### config.mk
export PLATFORM = sky130hd
export DESIGN_NAME = encoder_4to2
export DESIGN_NICKNAME = d
export VERILOG_FILES = /design/src/rtl/encoder_4to2.sv
export SDC_FILE = /design/constraint.sdc
export NUM_CORES = 1
export LEC_CHECK = 0
export CORE_AREA = 10 10 47 49
export DETAILED_ROUTE_END_ITERATION = 10
export DIE_AREA = 0 0 57 59
export SLEW_MARGIN = 20
export SYNTH_ARGS = -nofsm -noshare
export SYNTH_HDL_FRONTEND = slang
export SYNTH_SLANG_ARGS = --single-unit
### constraint.sdc
create_clock -name clk -period 0.8 [get_ports clk]
set_input_delay 0.24 -clock clk [delete_from_list [all_inputs] [get_ports clk]]
set_output_delay 0.24 -clock clk [all_outputs]
set_load 0.03 [all_outputs]
### src/rtl/encoder_4to2.sv
// Purpose : registered 4-to-2 priority encoder with valid flag (optional multi-hot flag).
// Latency : 1 cycle, inputs sampled on rising clk when en=1; en=0 holds outputs.
// Backpressure: none; en acts as a sample/hold qualifier only.
//
// Ports:
//   clk           rising-edge clock
//   rst_n         asynchronous active-low reset, clears all outputs immediately
//   en            sample enable
//   i0..i3        request lines, index 0..3
//   y1,y0         encoded index of the winning request
//   valid         at least one request was high at the last sample
//   multi         (ENCODER_MULTI_ERR_EN only) two or more requests were high
//
// Parameter HIGH_PRIO: 1 -> i3 wins ties, 0 -> i0 wins ties.
// Optional feature macro: ENCODER_MULTI_ERR_EN adds the multi output.

module encoder_4to2 #(
  parameter int HIGH_PRIO = 1
) (
  input  logic clk,
  input  logic rst_n,
  input  logic en,
  input  logic i0,
  input  logic i1,
  input  logic i2,
  input  logic i3,
  output logic y0,
  output logic y1,
  output logic valid
`ifdef ENCODER_MULTI_ERR_EN
  ,
  output logic multi
`endif
);

  logic [3:0] req;
  logic [1:0] idx_nxt;
  logic       valid_nxt;

  assign req = {i3, i2, i1, i0};

  // Priority selection; an all-zero request falls through to index 0.
  always_comb begin
    idx_nxt = 2'b00;
    if (HIGH_PRIO != 0) begin
      if (req[3])      idx_nxt = 2'b11;
      else if (req[2]) idx_nxt = 2'b10;
      else if (req[1]) idx_nxt = 2'b01;
      else             idx_nxt = 2'b00;
    end else begin
      if (req[0])      idx_nxt = 2'b00;
      else if (req[1]) idx_nxt = 2'b01;
      else if (req[2]) idx_nxt = 2'b10;
      else if (req[3]) idx_nxt = 2'b11;
      else             idx_nxt = 2'b00;
    end
  end

  assign valid_nxt = |req;

`ifdef ENCODER_MULTI_ERR_EN
  logic multi_nxt;

  // Any pair of simultaneously active requests means two or more are high.
  assign multi_nxt = (req[0] & req[1]) | (req[0] & req[2]) | (req[0] & req[3]) |
                     (req[1] & req[2]) | (req[1] & req[3]) | (req[2] & req[3]);

  always_ff @(posedge clk or negedge rst_n) begin
    if (!rst_n) begin
      multi <= 1'b0;
    end else if (en) begin
      multi <= multi_nxt;
    end
  end
`endif

  always_ff @(posedge clk or negedge rst_n) begin
    if (!rst_n) begin
      y1    <= 1'b0;
      y0    <= 1'b0;
      valid <= 1'b0;
    end else if (en) begin
      y1    <= idx_nxt[1];
      y0    <= idx_nxt[0];
      valid <= valid_nxt;
    end
  end

endmodule

# == Word-level counts from Yosys, hierarchy flattened ==
# Index checks and enable logic that the tools add are counted.
# W data, S select, Z words.
# word_totals
register_bits,3
latch_bits,0
mem_bits_rw,0
romBits,0
elab_cells,7
n_memories,0
# classes
add_sub_neg,0
multipliers,0
div,0
order_cmp,0
eq_ne,0
shift,0
mux,3
bitwise,0
n_reduce_logical,1
# op_table
cell,count
$mux W2,2
$reduce_or A4 Y1,1
$mux W1,1

# == Depth between registers and ports, before layout ==
# logic_depth
depth_word,3
mapped_depth,2

# == Worst setup path after synthesis ==
# OpenSTA, ideal clock, no wires.
# synth_timing
path_kind,reg-to-reg
start,"register, netlist name y0"
end,register y0
setup_ns,0.082
t_arrival_ns,0.689
setup_slack_ns,0.029
path_stages_with_launch,3
path_buffers,0
period_less_slack_ns,0.771
path_cell_list,dfrtp_1 -> nor2_1 -> a31oi_1
# synth_rtl
item,line_no,rtl
end signal: assignment,84,y0 <= idx_nxt[0];
end: declaration,27,"output logic y0,"

# == Worst setup path after layout ==
# layout_timing
start,register y1
end,output port y1
# layout_rtl
item,line_no,rtl
start: declaration,28,"output logic y1,"
start signal: assignment,83,y1 <= idx_nxt[1];
# No word-level cell between the ends.

==> metrics <==
Crit path arrival time=750 ps; setup violators final=3; Critical Path Fanout Max=2; skew final=0 ps; Slowest cell on crit path=dfrtp_1; core footprint=1401 µm²; Max-Cap Viols=0; Post-Syn Nets=20; CP bufs+invs=1; Synth Area per Inst=9.336 µm²; RSZ-0062 raised after global routing=yes; Slew Viols, Final=0; largest net degree at the start of global routing=7; CP Capture Type=output port; final antenna diode count=0; NetSw=0.0001269 W; Tot GR Track Use=2.810%; clock sinks=3; highest clock rate=1005 MHz; Max VDD drop=0.0003705 V; grt ovf=0; Seq pwr share=32.1%; Row Count=14; Setup CP Type=flop to output port; count leader, synth=nor2_1; Power Total=0.0005321 W; CTS root buf=clkbuf_4; Synth area leaders=dfrtp_1 (62%), nor2_1 (15%), a31oi_1 (10%), nand2b_1 (5.2%), a21oi_1 (4.1%); Seq/Total Area, Yosys=61.86%; failing checks=negative setup slack; period utilization=124.4%; Clock Path Buffers=2; final worst path period need=994.9 ps; drt initial violations=0; Slew @ Worst Pin=211.3 ps; synthesized flop and latch total=3; Yosys top cell area share=61.86%; initial antenna violation count=0; Clock power frac=48.2%; die area=3363 µm²; routed wire length=400 µm; worst-skew pair later-pin latency=230 ps; Power Density=1899 nW/µm²; P&R area growth vs syn=130.9%; Synth cell types=6; CP max stage delay=380 ps; Fin Hold WS=202.4 ps; H-tree depth=1; post-route ant nets=0; Async SR Flop Fraction=100.0%; WL/cell=9.302 µm; Gate Count Post-Synth=13; Die Wd=57 µm; final worst slack=-194.9 ps; clock slew at reported path FFs=30 ps; first-pass GRT wire length=648 µm; Logic pwr share=19.7%; Warnings, synthesis=0; Main synth FF type=dfrtp_1; port bufs=9; Layout Cells excl Fill=43; # DRC=0; Place WS=-317.7 ps; Pint=0.0004052 W; final instance area=280.3 µm²; WP depth=1; layout cells sized above 1=37.04%; Detailed Routing Iterations Pass 1=1; DP Area=224.0 µm²; dpl cells=38; vias in the first global route=164; Nets=35; routed vias/inst=3.140; Worst Setup Start Kind=flop; Lkg Pwr=0.1300 nW; routability congestion estimate=0.6484; Synth top cells by count=nor2_1 (5), dfrtp_1 (3), a31oi_1 (2); Yosys top cell by area=dfrtp_1; worst min-delay path class=input port to asynchronous set/reset pin; final hold viol count=0; Via Count=135; Worst Path Required=560 ps; TritonCTS clock tree=yes; status=finished, violations left; CP cell instances=buf_6; Starting Density=8.661%; CTS Buf Count=3; cell depth of the worst flop-to-flop path=3; number of synthesized flops with an enable pin=0; Die Y=59 µm; Sw Ratio=23.84%; Ports=10; post-synthesis cell area=121.4 µm²; Worst slew margin=85.91%; critical path's top delay family=flip-flops
-- logic make-up (layout without fill, tap and decap cells) --
| logic type | after synthesis | in the layout | share of synthesized area, % |
|---|---|---|---|
| flops | 3 | 3 | 61.85 |
| buf+inv | 1 | 15 | 3.090 |
| compound gates | 3 | 3 | 14.43 |
| simple gates | 6 | 6 | 20.62 |
-- flip-flops by register name (all words and copies together) (netlist names) --
signal and cells:
valid 1, y0 1, y1 1
-- worst paths after layout --
kind                        from  to  slack [ps]
hold / removal             rst_n  y1         200
max in group asynchronous  rst_n  y0         450
setup reg to reg              y1  y1          50
setup / recovery              y1  y1        -190
min in group clk              i3  y0         310
hold reg to reg               y0  y0         570
-- placed cells by master (no fill, tap or decap), drive strengths merged --
cell,netlist,routed
clkbuf,0,4
dfrtp,3,3
a31oi,2,2
dlymetal6s2s,0,1
buf,0,4
nand2b,1,1
inv,1,1
dlygate4sd2,0,3
nor2,5,5
a21oi,1,1
clkdlybuf4s50,0,2
-- per-layer routing --
metal,up-vias,share of wire [%],GRT usage [%]
met5,-,0,0
met4,0,1.0,4.027
met3,2,10,2.361
met2,8,37,3.101
met1,54,51,2.616
li1,71,-,-
-- what timing repair did --
action	CTS	global route
endpoints found under the setup margin	6	5
gates resized for setup	8	2
pin swaps	0	1
setup buffers	1	0
hold buffers	0	0
endpoints found under the hold margin	0	0
-- metrics by stage --
stage	util (%)	TNS [ps]
5_1_grt	20.00	-636.9
6_report	20.00	-566.9
3_3_place_gp	15.98	-859.4
2_1_floorplan	-	0
3_5_place_dp	15.98	-870.2
4_1_cts	19.64	-601.0
-- final cells by class --
class | instances | area [µm²]
repair buffers | 10 | 100.1
inverters | 1 | 3.754
multi-input cells | 9 | 55.05
flip-flops and latches | 3 | 75.07
fillers | 167 | 1121
well taps | 16 | 20.02
clock buffers | 4 | 26.28
-- power by group through the flow --
stage / sequential, W / clock, W / combinational (W)
after floorplan: 0.000192 / 0 / 0.0000136
after global placement: 0.000170 / 0 / 0.0000927
after detailed placement: 0.000171 / 0 / 0.0000925
after CTS: 0.000171 / 0.000269 / 0.000106
after global routing: 0.000172 / 0.000273 / 0.000112
final: 0.000171 / 0.000257 / 0.000105
Note: power is estimated with default switching activity, not from simulation.
